`config.mk`:
```
export PLATFORM = sky130hd
export DESIGN_NAME = usb_uart_tx_flat
export DESIGN_NICKNAME = d
export VERILOG_FILES = /design/src/rtl/usb_uart_tx_if.sv /design/src/rtl/usb_uart_tx.sv /design/src/flat_wrapper.sv
export SDC_FILE = /design/constraint.sdc
export NUM_CORES = 1
export LEC_CHECK = 0
export ABC_AREA = 1
export BUFFER_PORTS_ARGS = -buffer_cell sky130_fd_sc_hd__buf_4
export CAP_MARGIN = 20
export CORE_MARGIN = 1.5
export CORE_UTILIZATION = 35
export CTS_CLUSTER_DIAMETER = 100
export DETAILED_ROUTE_END_ITERATION = 10
export SETUP_SLACK_MARGIN = 0.05
export SLEW_MARGIN = 10
export SYNTH_ARGS = -nofsm -noshare
export SYNTH_HDL_FRONTEND = slang
export SYNTH_SLANG_ARGS = --single-unit
```
`constraint.sdc`:
```
create_clock -name clk -period 4.9 [get_ports clk]
set_input_delay 0.735 -clock clk [delete_from_list [all_inputs] [get_ports clk]]
set_output_delay 0.735 -clock clk [all_outputs]
set_load 0.005 [all_outputs]
```
`src/rtl/usb_uart_tx_if.sv`:
```
// usb_uart_tx_if: valid/get byte pipeline between the USB OUT endpoint
// receive buffer (master) and the serial transmitter (slave).
`timescale 1ns/1ps

interface usb_uart_tx_if;
    logic [7:0] uart_out_data;
    logic       uart_out_valid;
    logic       uart_out_get;

    modport master (
        output uart_out_data,
        output uart_out_valid,
        input  uart_out_get
    );

    modport slave (
        input  uart_out_data,
        input  uart_out_valid,
        output uart_out_get
    );
endinterface

```
`src/rtl/usb_uart_tx.sv`:
```
// usb_uart_tx: pulls bytes from the endpoint pipeline and sends them as
// LSB-first 8N1 frames (STOP_BITS stop bits) on a registered TX line.
// Define USB_UART_TX_PARITY_EN to insert one even-parity bit after data bit 7.
`timescale 1ns/1ps

module usb_uart_tx #(
    parameter int CLKS_PER_BIT = 417,
    parameter int STOP_BITS    = 1
) (
    input  logic          clk,
    input  logic          reset,
    usb_uart_tx_if.slave  up,
    output logic          uart_tx,
    output logic          tx_busy
);

    localparam int              CNT_W     = $clog2(CLKS_PER_BIT);
    localparam logic [CNT_W-1:0] CNT_MAX  = CNT_W'(CLKS_PER_BIT - 1);
    localparam logic [CNT_W-1:0] CNT_ONE  = CNT_W'(1);
    localparam logic            STOP_LAST = 1'(STOP_BITS - 1);

`ifdef USB_UART_TX_PARITY_EN
    typedef enum logic [2:0] {
        IDLE   = 3'd0,
        START  = 3'd1,
        DATA   = 3'd2,
        PARITY = 3'd3,
        STOP   = 3'd4
    } state_t;
`else
    typedef enum logic [2:0] {
        IDLE  = 3'd0,
        START = 3'd1,
        DATA  = 3'd2,
        STOP  = 3'd4
    } state_t;
`endif

    state_t           state;
    state_t           state_next;
    logic [CNT_W-1:0] baud_cnt;
    logic [CNT_W-1:0] baud_next;
    logic [2:0]       bit_idx;
    logic [2:0]       idx_next;
    logic [7:0]       shift;
    logic [7:0]       shift_next;
    logic             stop_cnt;
    logic             stop_next;
    logic             tx_next;
    logic             get;
    logic             fetch;
    logic             bit_end;
`ifdef USB_UART_TX_PARITY_EN
    logic             parity;
    logic             parity_next;
`endif

    assign bit_end         = (baud_cnt == '0);
    assign up.uart_out_get = get;
    assign tx_busy         = (state != IDLE);

    // Next-state, counter and next-line-level logic; a fetch reloads a new byte from IDLE or the last stop cycle
    always_comb begin
        state_next = state;
        baud_next  = baud_cnt;
        idx_next   = bit_idx;
        shift_next = shift;
        stop_next  = stop_cnt;
        tx_next    = uart_tx;
        get        = 1'b0;
        fetch      = 1'b0;
`ifdef USB_UART_TX_PARITY_EN
        parity_next = parity;
`endif
        case (state)
            IDLE: begin
                if (up.uart_out_valid) begin
                    fetch = 1'b1;
                end
            end
            START: begin
                if (bit_end) begin
                    baud_next  = CNT_MAX;
                    idx_next   = 3'd0;
                    state_next = DATA;
                    tx_next    = shift[0];
                end else begin
                    baud_next = baud_cnt - CNT_ONE;
                end
            end
            DATA: begin
                if (bit_end) begin
                    baud_next  = CNT_MAX;
                    shift_next = {1'b0, shift[7:1]};
                    idx_next   = bit_idx + 3'd1;
                    if (bit_idx == 3'd7) begin
`ifdef USB_UART_TX_PARITY_EN
                        state_next = PARITY;
                        tx_next    = parity;
`else
                        state_next = STOP;
                        stop_next  = 1'b0;
                        tx_next    = 1'b1;
`endif
                    end else begin
                        tx_next = shift[1];
                    end
                end else begin
                    baud_next = baud_cnt - CNT_ONE;
                end
            end
`ifdef USB_UART_TX_PARITY_EN
            PARITY: begin
                if (bit_end) begin
                    baud_next  = CNT_MAX;
                    state_next = STOP;
                    stop_next  = 1'b0;
                    tx_next    = 1'b1;
                end else begin
                    baud_next = baud_cnt - CNT_ONE;
                end
            end
`endif
            STOP: begin
                if (bit_end) begin
                    if (stop_cnt == STOP_LAST) begin
                        if (up.uart_out_valid) begin
                            fetch = 1'b1;
                        end else begin
                            state_next = IDLE;
                            tx_next    = 1'b1;
                        end
                    end else begin
                        stop_next = stop_cnt + 1'b1;
                        baud_next = CNT_MAX;
                    end
                end else begin
                    baud_next = baud_cnt - CNT_ONE;
                end
            end
            default: begin
                state_next = IDLE;
                tx_next    = 1'b1;
            end
        endcase

        if (fetch) begin
            get        = reset;
            shift_next = up.uart_out_data;
            baud_next  = CNT_MAX;
            state_next = START;
            tx_next    = 1'b0;
`ifdef USB_UART_TX_PARITY_EN
            parity_next = ^up.uart_out_data;
`endif
        end
    end

    // State, counters, shift register and the registered TX line
    always_ff @(posedge clk or negedge reset) begin
        if (!reset) begin
            state    <= IDLE;
            baud_cnt <= '0;
            bit_idx  <= 3'd0;
            shift    <= 8'd0;
            stop_cnt <= 1'b0;
            uart_tx  <= 1'b1;
        end else begin
            state    <= state_next;
            baud_cnt <= baud_next;
            bit_idx  <= idx_next;
            shift    <= shift_next;
            stop_cnt <= stop_next;
            uart_tx  <= tx_next;
        end
    end

`ifdef USB_UART_TX_PARITY_EN
    // Parity of the latched byte, captured at fetch since the shifter consumes the data bits
    always_ff @(posedge clk or negedge reset) begin
        if (!reset) begin
            parity <= 1'b0;
        end else begin
            parity <= parity_next;
        end
    end
`endif

endmodule

```
`src/flat_wrapper.sv`:
```
// flat-port wrapper written by rule: the top's interface ports become plain ports
module usb_uart_tx_flat 
#(
    parameter int CLKS_PER_BIT = 417,
    parameter int STOP_BITS    = 1
)
  (clk, reset, uart_tx, tx_busy, up_uart_out_data, up_uart_out_valid, up_uart_out_get);
  usb_uart_tx_if up_i ();
  input  logic clk;
  input  logic reset;
  output logic uart_tx;
  output logic tx_busy;
  input wire logic [$bits(up_i.uart_out_data)-1:0] up_uart_out_data;
  input wire logic [$bits(up_i.uart_out_valid)-1:0] up_uart_out_valid;
  output wire logic [$bits(up_i.uart_out_get)-1:0] up_uart_out_get;
  assign up_i.uart_out_data = up_uart_out_data;
  assign up_i.uart_out_valid = up_uart_out_valid;
  assign up_uart_out_get = up_i.uart_out_get;
  usb_uart_tx #(.CLKS_PER_BIT(CLKS_PER_BIT), .STOP_BITS(STOP_BITS)) u_core (.clk(clk), .reset(reset), .up(up_i), .uart_tx(uart_tx), .tx_busy(tx_busy));
endmodule
```
# Word level (Yosys, flattened, before mapping)
# Cells that the tools add are included.
# word_totals
register_bits	25
wordCells	77
out_inout_bits	3
# classes
n_eq_ne	16
n_addsub	3
muxes	37
n_reduce_logical	15
# op_table
op	count
two-way mux 9 bit	4
two-way mux 3 bit	9
two-way mux 8 bit	3
one-hot mux 9 bit (2 select lines)	1
two-way mux 1 bit	15
inequality test 3 x 1 -> 1 bit, second input constant	4
one-hot mux 3 bit (4 select lines)	1
inequality test 2 x 1 -> 1 bit, second input constant	5
zero test 9 bit	1
subtractor 9 x 1 -> 9 bit, second input constant	1
nonzero test 2 bit	4
AND reduction 7 bit	1
== test 3 bit, second input constant	2
one-hot mux 3 bit (2 select lines)	1
AND reduction 6 bit	1
nonzero test 3 bit	2
inequality test 4 x 2 -> 1 bit, second input constant	1
one-hot mux 1 bit (2 select lines)	2
one-hot mux 1 bit (4 select lines)	1
AND reduction 2 bit	2
AND reduction 4 bit	1
adder 3 x 1 -> 3 bit, second input constant	1
== test 3 x 1 -> 1 bit, second input constant	1
== test 3 x 2 -> 1 bit, second input constant	1
other kinds (6)	6

# Logic depth before layout (Yosys ltp)
# Gate-level depths: netlist of the first run.
# depth
depth_word	6
mapped_depth	10

# Least setup slack after synthesis of the first run
# Ideal clock, no wire load.
# synth_path
path_kind	register to output
start	register u_core.baud_cnt[0]
end	output port up_uart_out_get
slack_ns	2.781
stages_incl_launch_ff	8
path_buffers	1
t_arrival_ns	1.384
path_cell_list	dfrtp_1 > inv_1 > ha_1 > nand3_2 > o21ai_4 > nand2_4 > buf_6 > nor2_1
# synth_between
elab_chain_cells	4
# synth_lines
item	line	source
from (decl)	usb_uart_tx.sv:41	logic [CNT_W-1:0] baud_cnt;
from (signal assigned)	usb_uart_tx.sv:170	baud_cnt <= baud_next;
zero test 9 bit	usb_uart_tx.sv:58	assign bit_end = (baud_cnt == '0);
two-way mux 1 bit	usb_uart_tx.sv:125	if (bit_end) begin
one-hot mux 1 bit (2 select lines)	usb_uart_tx.sv:75	case (state)
two-way mux 1 bit	usb_uart_tx.sv:147	if (fetch) begin
to (decl)	flat_wrapper.sv:15	output wire logic [$bits(up_i.uart_out_get)-1:0] up_uart_out_get;
# No other way between the ends.

# Final worst setup path of the first run
# Same ends and word-level chain as after synthesis.

==> results of run 1 <==
==> power by group <==
group / total (mW) / leakage [nW] / switching, mW / internal (mW)
sequential: 0.344 / 0.298 / 0.0575 / 0.287
combinational: 0.497 / 0.559 / 0.312 / 0.186
clock: 0.121 / 0.0228 / 0.0633 / 0.0581
total: 0.963 / 0.880 / 0.432 / 0.531
==> stage by stage <==
step | area [µm²] | std cells | hold WS [ps] | power, mW
4_1_cts | 1620 | 254 | 366 | 0.973
2_1_floorplan | 1430 | 188 | 439 | 0.739
3_5_place_dp | 1580 | 250 | 459 | 0.848
6_report | 1620 | 254 | 356 | 0.963
3_3_place_gp | 1580 | 250 | 458 | 0.850
5_1_grt | 1620 | 254 | 371 | 1.08
==> cell type report <==
cell class                      instances  area (µm²)
Inverter                               27         105
Fill cell                             415        2350
Multi-Input combinational cell        136         712
Tap cell                               50        62.6
Timing Repair Buffer                   13        97.6
Sequential cell                        24         602
Clock buffer                            4        45.0
==> routing by layer <==
layer | vias to the layer above | wire (µm) | track usage
met5 | - | 0 | 0
met4 | 0 | 38 | 0.0459
met3 | 2 | 129 | 0.0372
met2 | 22 | 1270 | 0.253
met1 | 543 | 1350 | 0.190
li1 | 622 | - | -
==> state kept, by name, summed over array words and instances (netlist names) <==
| signal | cells |
|---|---|
| u_core.uart_tx | 1 |
| u_core.shift | 8 |
| u_core.bit_idx | 3 |
| u_core.baud_cnt | 9 |
| u_core.state | 3 |
==> worst paths after layout <==
kind	startpoint	end	slack, ps
worst max-delay path	u_core.baud_cnt[0]$_DFFE_PN0P_	up_uart_out_get	2350
worst max register to register	u_core.baud_cnt[0]$_DFFE_PN0P_	u_core.baud_cnt[2]$_DFFE_PN0P_	3100
worst min-delay path	reset	u_core.baud_cnt[6]$_DFFE_PN0P_	360
min in group clk	u_core.uart_tx$_DFFE_PN1P_	u_core.uart_tx$_DFFE_PN1P_	470
max in group asynchronous	reset	u_core.uart_tx$_DFFE_PN1P_	4260
worst min register to register	u_core.uart_tx$_DFFE_PN1P_	u_core.uart_tx$_DFFE_PN1P_	470
==> cells in the final DEF, fill, tap and decap left out <==
cell type | Yosys | final
nand2_1 | 58 | 58
inv_1 | 25 | 25
dfrtp_1 | 23 | 23
nor2_1 | 20 | 20
nand3_1 | 13 | 13
buf_4 | 0 | 13
o21ai_0 | 8 | 8
o21ai_1 | 5 | 5
xor2_1 | 4 | 4
nand4_1 | 4 | 4
nand2_4 | 3 | 3
or2_0 | 3 | 3
ha_1 | 3 | 3
clkbuf_8 | 0 | 3
nor2_2 | 2 | 2
nor2_4 | 2 | 2
a21oi_1 | 2 | 2
a22o_1 | 2 | 2
nand2_2 | 1 | 1
nand3_2 | 1 | 1
o21ai_4 | 1 | 1
nor2_8 | 1 | 1
clkinv_2 | 1 | 1
nand3b_1 | 1 | 1
inv_4 | 1 | 1
o211ai_1 | 1 | 1
xnor2_1 | 1 | 1
clkbuf_1 | 0 | 1
dfstp_2 | 1 | 1
==> kinds of logic after synthesis <==
logic type / count (synthesis)
XOR/XNOR: 5
AO/OA/AOI/OAI: 19
buffers and inverters: 28
adder cells (fa/ha/maj): 3
flip-flops: 24
AND/OR/NAND/NOR: 109
==> results.sh, run 1 <==
export IMPL_final_core_util=0.409
export IMPL_finalSetupViolations=0
export IMPL_slowest_delay_ps=360
export IMPL_clk_latency_ps=270
export IMPL_clock_fmax_mhz=392
export IMPL_drive_above_1_share=0.147
export IMPL_ys_seq_area_frac=0.421
export IMPL_dp_slack_ps=2660
export IMPL_finalSetupTns_ps=0
export IMPL_core_um2=3970
export IMPL_synth_xor_area_share=0.0306
export IMPL_p_per_area_nw_per_um2=593
export IMPL_wirelength_mm=2.78
export IMPL_yosysTopAreaCell="dfrtp_1"
export IMPL_cts_tree="built"
export IMPL_start_util=0.360
export IMPL_critPathKind="flop to primary output"
export IMPL_antenna_found_initial=0
export IMPL_crit_buf_inv=2
export IMPL_worstSetupEndpointType="primary output"
export IMPL_rows=23
export IMPL_antenna_left=0
export IMPL_cp_depth=7
export IMPL_overflow=0
export IMPL_gp_congestion=0.851
export IMPL_numCtsBuffers=3
export IMPL_avgSynthCellArea_um2=7.61
export IMPL_via_per_inst=4.68
export IMPL_port_buffers=13
export IMPL_fin_ws_ps=2350
export IMPL_synth_cell_types=27
export IMPL_dr_pass1_iters=4
export IMPL_ios=14
export IMPL_arrival_ps=1810
export IMPL_finClkSkew_ps=4.26
export IMPL_drc=0
export IMPL_synthAdderAreaFrac=0.0262
export IMPL_post_synth_and_or_nand_nor_area_fraction=0.360
export IMPL_synth_seq_cells=24
export IMPL_drt_initial_drc_count=74
export IMPL_postCtsHoldBufs=0
export IMPL_syn2layout_area_growth_pct=13.6
export IMPL_cp_slowest_cell="dfrtp_1"
export IMPL_synth_area_top_cells="dfrtp_1 (40%), nand2_1 (15%), inv_1 (6.6%), nor2_1 (5.2%), nand3_1 (4.5%)"
export IMPL_path_cells="inv_1 > ha_1 > nand3_2 > o21ai_4 > nand2_4 > nor2_1 > buf_4"
export IMPL_period_needed_ps=2550
export IMPL_die_width_um=66.9
export IMPL_tightest_slew_ps=344
export IMPL_ys_top_cells_by_count="nand2_1 (58), inv_1 (25), dfrtp_1 (23)"
export IMPL_critPathRequiredTime_ps=4160
export IMPL_ir_worst_vdd_mv=0.248
export IMPL_cts_max_level=1
export IMPL_die_h_um=66.9
export IMPL_slew_headroom=0.770
export IMPL_reg2regPathDepth=9
export IMPL_synthFlopType="dfrtp_1"
export IMPL_clkTransAtPathRegs_ps=90
export IMPL_clock_sinks=24
export IMPL_grt_pass1_vias=1166
export IMPL_dieArea_um2=4480
export IMPL_grt_max_degree=26
export IMPL_synth_edf_count=0
export IMPL_vias=1189
export IMPL_hold_viol=0
export IMPL_synth_most_common_cell="nand2_1"
export IMPL_cts_setup_buffers=0
export IMPL_synth_nets=202
export IMPL_dp_hpwl_mm=2.09
export IMPL_synth_compound_area_share=0.0814
export IMPL_crit_fanout=18
export IMPL_grt_pass1_wl_mm=5.07
export IMPL_synth_top_area_share=0.402
export IMPL_nNetsFinal=219
export IMPL_cap_violations=0
export IMPL_cp_top_family="simple AND/OR/NAND/NOR gates"
export IMPL_final_max_slew_viol_count=0
export IMPL_ctsResizeCount=0
export IMPL_grtUsageTotal=0.151
export IMPL_crit_path_start_kind="flop"
export IMPL_power_leakage_nw=0.880
export IMPL_netlist_instances=188
export IMPL_clock_path_buffers=2
export IMPL_yosys_warnings=0
export IMPL_worstHoldPathType="primary input to asynchronous set/reset pin"
export IMPL_synth_top_family_by_area="simple AND/OR/NAND/NOR gates"
export IMPL_synthMuxAreaShare=0
export IMPL_synth_area_um2=1430
export IMPL_period_share=0.520
export IMPL_clockRootBuffer="clkbuf_8"
export IMPL_rsz0062_at_grt="no"
export IMPL_outcome="complete, no violations"
export IMPL_insertedDiodeCount=0
export IMPL_synth_async_sr_flop_share=1.00
export IMPL_wire_per_inst_um=11.0
No activity file was read; power rests on OpenSTA's default activity.
==> run 2, diff against run 1 <==
ABC_AREA = 0   (was 1)
clock period = 2.3 ns   (was 4.9 ns; I/O delays follow)
==> run 2 against run 1 <==
Cell area is 7.1% higher. Routed wire length grew 9.7%. Highest routed layer is now met3. Largest cell class unchanged. First-iteration DRC count fell by 51%. Clock power rose by 140%. Via count is 2.2% lower. Critical path type unchanged. Largest power group is now registers. Non-clock buffer count grew 17. Area after synthesis fell by 2.4%.
==> results.sh, run 2 <==
export IMPL_outcome="complete, no violations"
export IMPL_start_util=0.373
export IMPL_period_share=0.958
export IMPL_clock_path_buffers=2
export IMPL_layout_top_registers="u_core.baud_cnt: 9 flops, u_core.shift: 8 flops"
export IMPL_synth_cell_types=50
export IMPL_clockRootBuffer="clkbuf_8"
export IMPL_holdPathStages=2
export IMPL_netlist_instances=131
export IMPL_crit_path_start_kind="flop"
export IMPL_ys_seq_area_frac=0.431
export IMPL_synth_nets=145
export IMPL_grt_pass1_vias=1188
export IMPL_cts_max_level=1
export IMPL_syn2layout_area_growth_pct=24.6
export IMPL_antenna_left=0
export IMPL_drt_initial_drc_count=36
export IMPL_slowest_delay_ps=510
export IMPL_p_total_mw=1.69
export IMPL_cts_tree="built"
export IMPL_wire_per_inst_um=14.8
export IMPL_yosysTopAreaCell="dfrtp_1"
export IMPL_clkTransAtPathRegs_ps=90
export IMPL_hold_path_startpoint="up_uart_out_data[1]"
export IMPL_worstSetupEndpointType="primary output"
export IMPL_grtUsageTotal=0.146
export IMPL_final_cell_mix="buf_4 (29), dfrtp_1 (23), mux2_2 (11)"
export IMPL_multi_input_area_um2=772
export IMPL_pwr_share_comb=0.396
export IMPL_fill_cells=354
export IMPL_timing_rr_end="u_core.baud_cnt[1]$_DFFE_PN0P_"
export IMPL_core_um2=3740
export IMPL_regArea_um2=602
export IMPL_rsz0062_at_grt="no"
export IMPL_synth_seq_cells=24
export IMPL_path_cells="inv_2 > ha_4 > or4b_4 > o21ai_4 > and3_4 > buf_4"
export IMPL_cap_violations=0
export IMPL_grt_max_degree=26
export IMPL_synth_edf_count=0
export IMPL_grt_pass1_wl_mm=5.13
export IMPL_avgSynthCellArea_um2=10.7
export IMPL_r2r_start="u_core.baud_cnt[0]$_DFFE_PN0P_"
export IMPL_critPathRequiredTime_ps=1960
export IMPL_final_core_util=0.465
export IMPL_pwr_share_seq=0.431
export IMPL_whs_ps=304
export IMPL_vias=1163
export IMPL_via_per_inst=5.62
export IMPL_clock_sinks=24
export IMPL_synthFlopType="dfrtp_1"
export IMPL_numCtsBuffers=3
export IMPL_insertedDiodeCount=0
export IMPL_hold_viol=0
export IMPL_die_h_um=66.2
export IMPL_antenna_found_initial=0
export IMPL_yosys_warnings=0
export IMPL_synth_async_sr_flop_share=1.00
export IMPL_reg2regPathDepth=6
export IMPL_synth_area_top_cells="dfrtp_1 (41%), mux2_2 (8.9%), ha_1 (2.7%), nor2_1 (2.7%), o2bb2ai_1 (2.5%)"
export IMPL_nNetsFinal=174
export IMPL_gp_congestion=0.799
export IMPL_whs_endpoint="u_core.shift[1]$_DFFE_PN0P_"
export IMPL_p_per_area_nw_per_um2=973
export IMPL_swShare=0.333
export IMPL_ys_top_cells_by_count="dfrtp_1 (23), mux2_2 (11), nor2_1 (10)"
export IMPL_die_width_um=66.2
export IMPL_rows=22
export IMPL_dieArea_um2=4380
export IMPL_synth_top_area_share=0.412
export IMPL_dp_hpwl_mm=2.17
export IMPL_clkPwrFrac=0.173
export IMPL_synth_most_common_cell="dfrtp_1"
export IMPL_dr_pass1_iters=4
export IMPL_overflow=0
export IMPL_critPathKind="flop to primary output"
export IMPL_clk_latency_ps=270
export IMPL_largest_reg_flops=9
export IMPL_power_leakage_nw=0.752
export IMPL_finClkSkew_ps=5.98
export IMPL_power_internal_mw=1.13
export IMPL_ios=14
export IMPL_largest_register="u_core.baud_cnt"
export IMPL_slew_headroom=0.555
export IMPL_clock_fmax_mhz=454
export IMPL_final_max_slew_viol_count=0
export IMPL_final_common_cell="buf_4"
export IMPL_crit_fanout=4
export IMPL_period_needed_ps=2200
export IMPL_finalSetupViolations=0
export IMPL_drive_above_1_share=0.396
export IMPL_tightest_slew_ps=666
export IMPL_ir_worst_vdd_mv=0.475
export IMPL_reg2reg_setup_slack_ps=100
export IMPL_finalSetupTns_ps=0
export IMPL_synth_area_um2=1400
export IMPL_p_switching_uw=563
export IMPL_port_buffers=13
export IMPL_arrival_ps=1860
export IMPL_drc=0
export IMPL_cp_slowest_cell="or4b_4"
export IMPL_worstHoldPathType="primary input to flop"
export IMPL_wirelength_mm=3.05
==> run 2: power groups by stage <==
stage               registers (mW)  clock network (mW)  logic (mW)
detailed placement           0.732                   0       0.588
floorplan                    0.693                   0       0.442
global route                 0.750               0.314       0.739
finish                       0.729               0.293       0.671
global placement             0.721                   0       0.565
CTS                          0.720               0.302       0.616
==> run 2: per-stage QoR <==
step	area (µm²)	setup slack, ps	cells
floorplan	1400	54.0	131
global placement	1580	129	195
detailed placement	1580	64.0	195
CTS	1690	50.1	203
global route	1740	47.1	207
finish	1740	95.6	207
==> run 2: how the worst max path moves through the flow <==
| stage | startpoint | endpoint | slack (ps) | cells past startpoint |
|---|---|---|---|---|
| global placement | u_core.baud_cnt[0]$_DFFE_PN0P_ | u_core.baud_cnt[1]$_DFFE_PN0P_ | 130 | 6 |
| detailed placement | u_core.baud_cnt[0]$_DFFE_PN0P_ | u_core.uart_tx$_DFFE_PN1P_ | 60 | 6 |
| finish | u_core.baud_cnt[0]$_DFFE_PN0P_ | up_uart_out_get | 100 | 6 |
| global route | u_core.baud_cnt[0]$_DFFE_PN0P_ | up_uart_out_get | 50 | 6 |
| CTS | u_core.baud_cnt[0]$_DFFE_PN0P_ | up_uart_out_get | 50 | 6 |
| floorplan | u_core.baud_cnt[0]$_DFFE_PN0P_ | u_core.baud_cnt[1]$_DFFE_PN0P_ | 50 | 8 |
==> run 2: cells by family (layout without fill, tap and decap cells) <==
logic type / count (synthesis) / in the layout / share of synthesized area
and+or+nand+nor: 39 / 39 / 0.165
muxes: 14 / 14 / 0.114
buffers and inverters: 12 / 40 / 0.0430
xor gates and xnor gates: 1 / 1 / 0.00627
AOI/OAI and AO/OA: 38 / 38 / 0.214
adders and majority gates: 3 / 3 / 0.0269
DFF: 24 / 24 / 0.431
==> run 2: routing by layer <==
layer  up-vias  part of all wire  GRT usage
li1        558                 -          -
met1       584              0.49      0.190
met2        21              0.48      0.256
met3         0             0.035     0.0204
met4         0                 0     0.0306
met5         -                 0          0
==> run 2: layout make-up <==
| type | instances | area share |
|---|---|---|
| Inverter | 6 | 0.0129 |
| Multi-Input combinational cell | 95 | 0.444 |
| Sequential cell | 24 | 0.346 |
| Tap cell | 48 | 0.0345 |
| Clock buffer | 4 | 0.0317 |
| Timing Repair Buffer | 30 | 0.131 |
==> run 2: critical path: cells and delay by family, from the launching register on <==
| kind | cells | cell delay, ps |
|---|---|---|
| AO/OA/AOI/OAI | 1 | 160 |
| adder cells (fa/ha/maj) | 1 | 140 |
| buffers and inverters | 2 | 190 |
| flip-flops | 1 | 400 |
| AND/OR/NAND/NOR | 2 | 710 |
==> run 2: what timing repair did <==
item                                    4_1_cts  5_1_grt
resized for setup                             6        3
hold buffers                                  1        0
endpoints found under the setup margin        2        8
hold endpoints to repair                     23        0
pin swaps                                     1        3
buffers inserted                              3        4
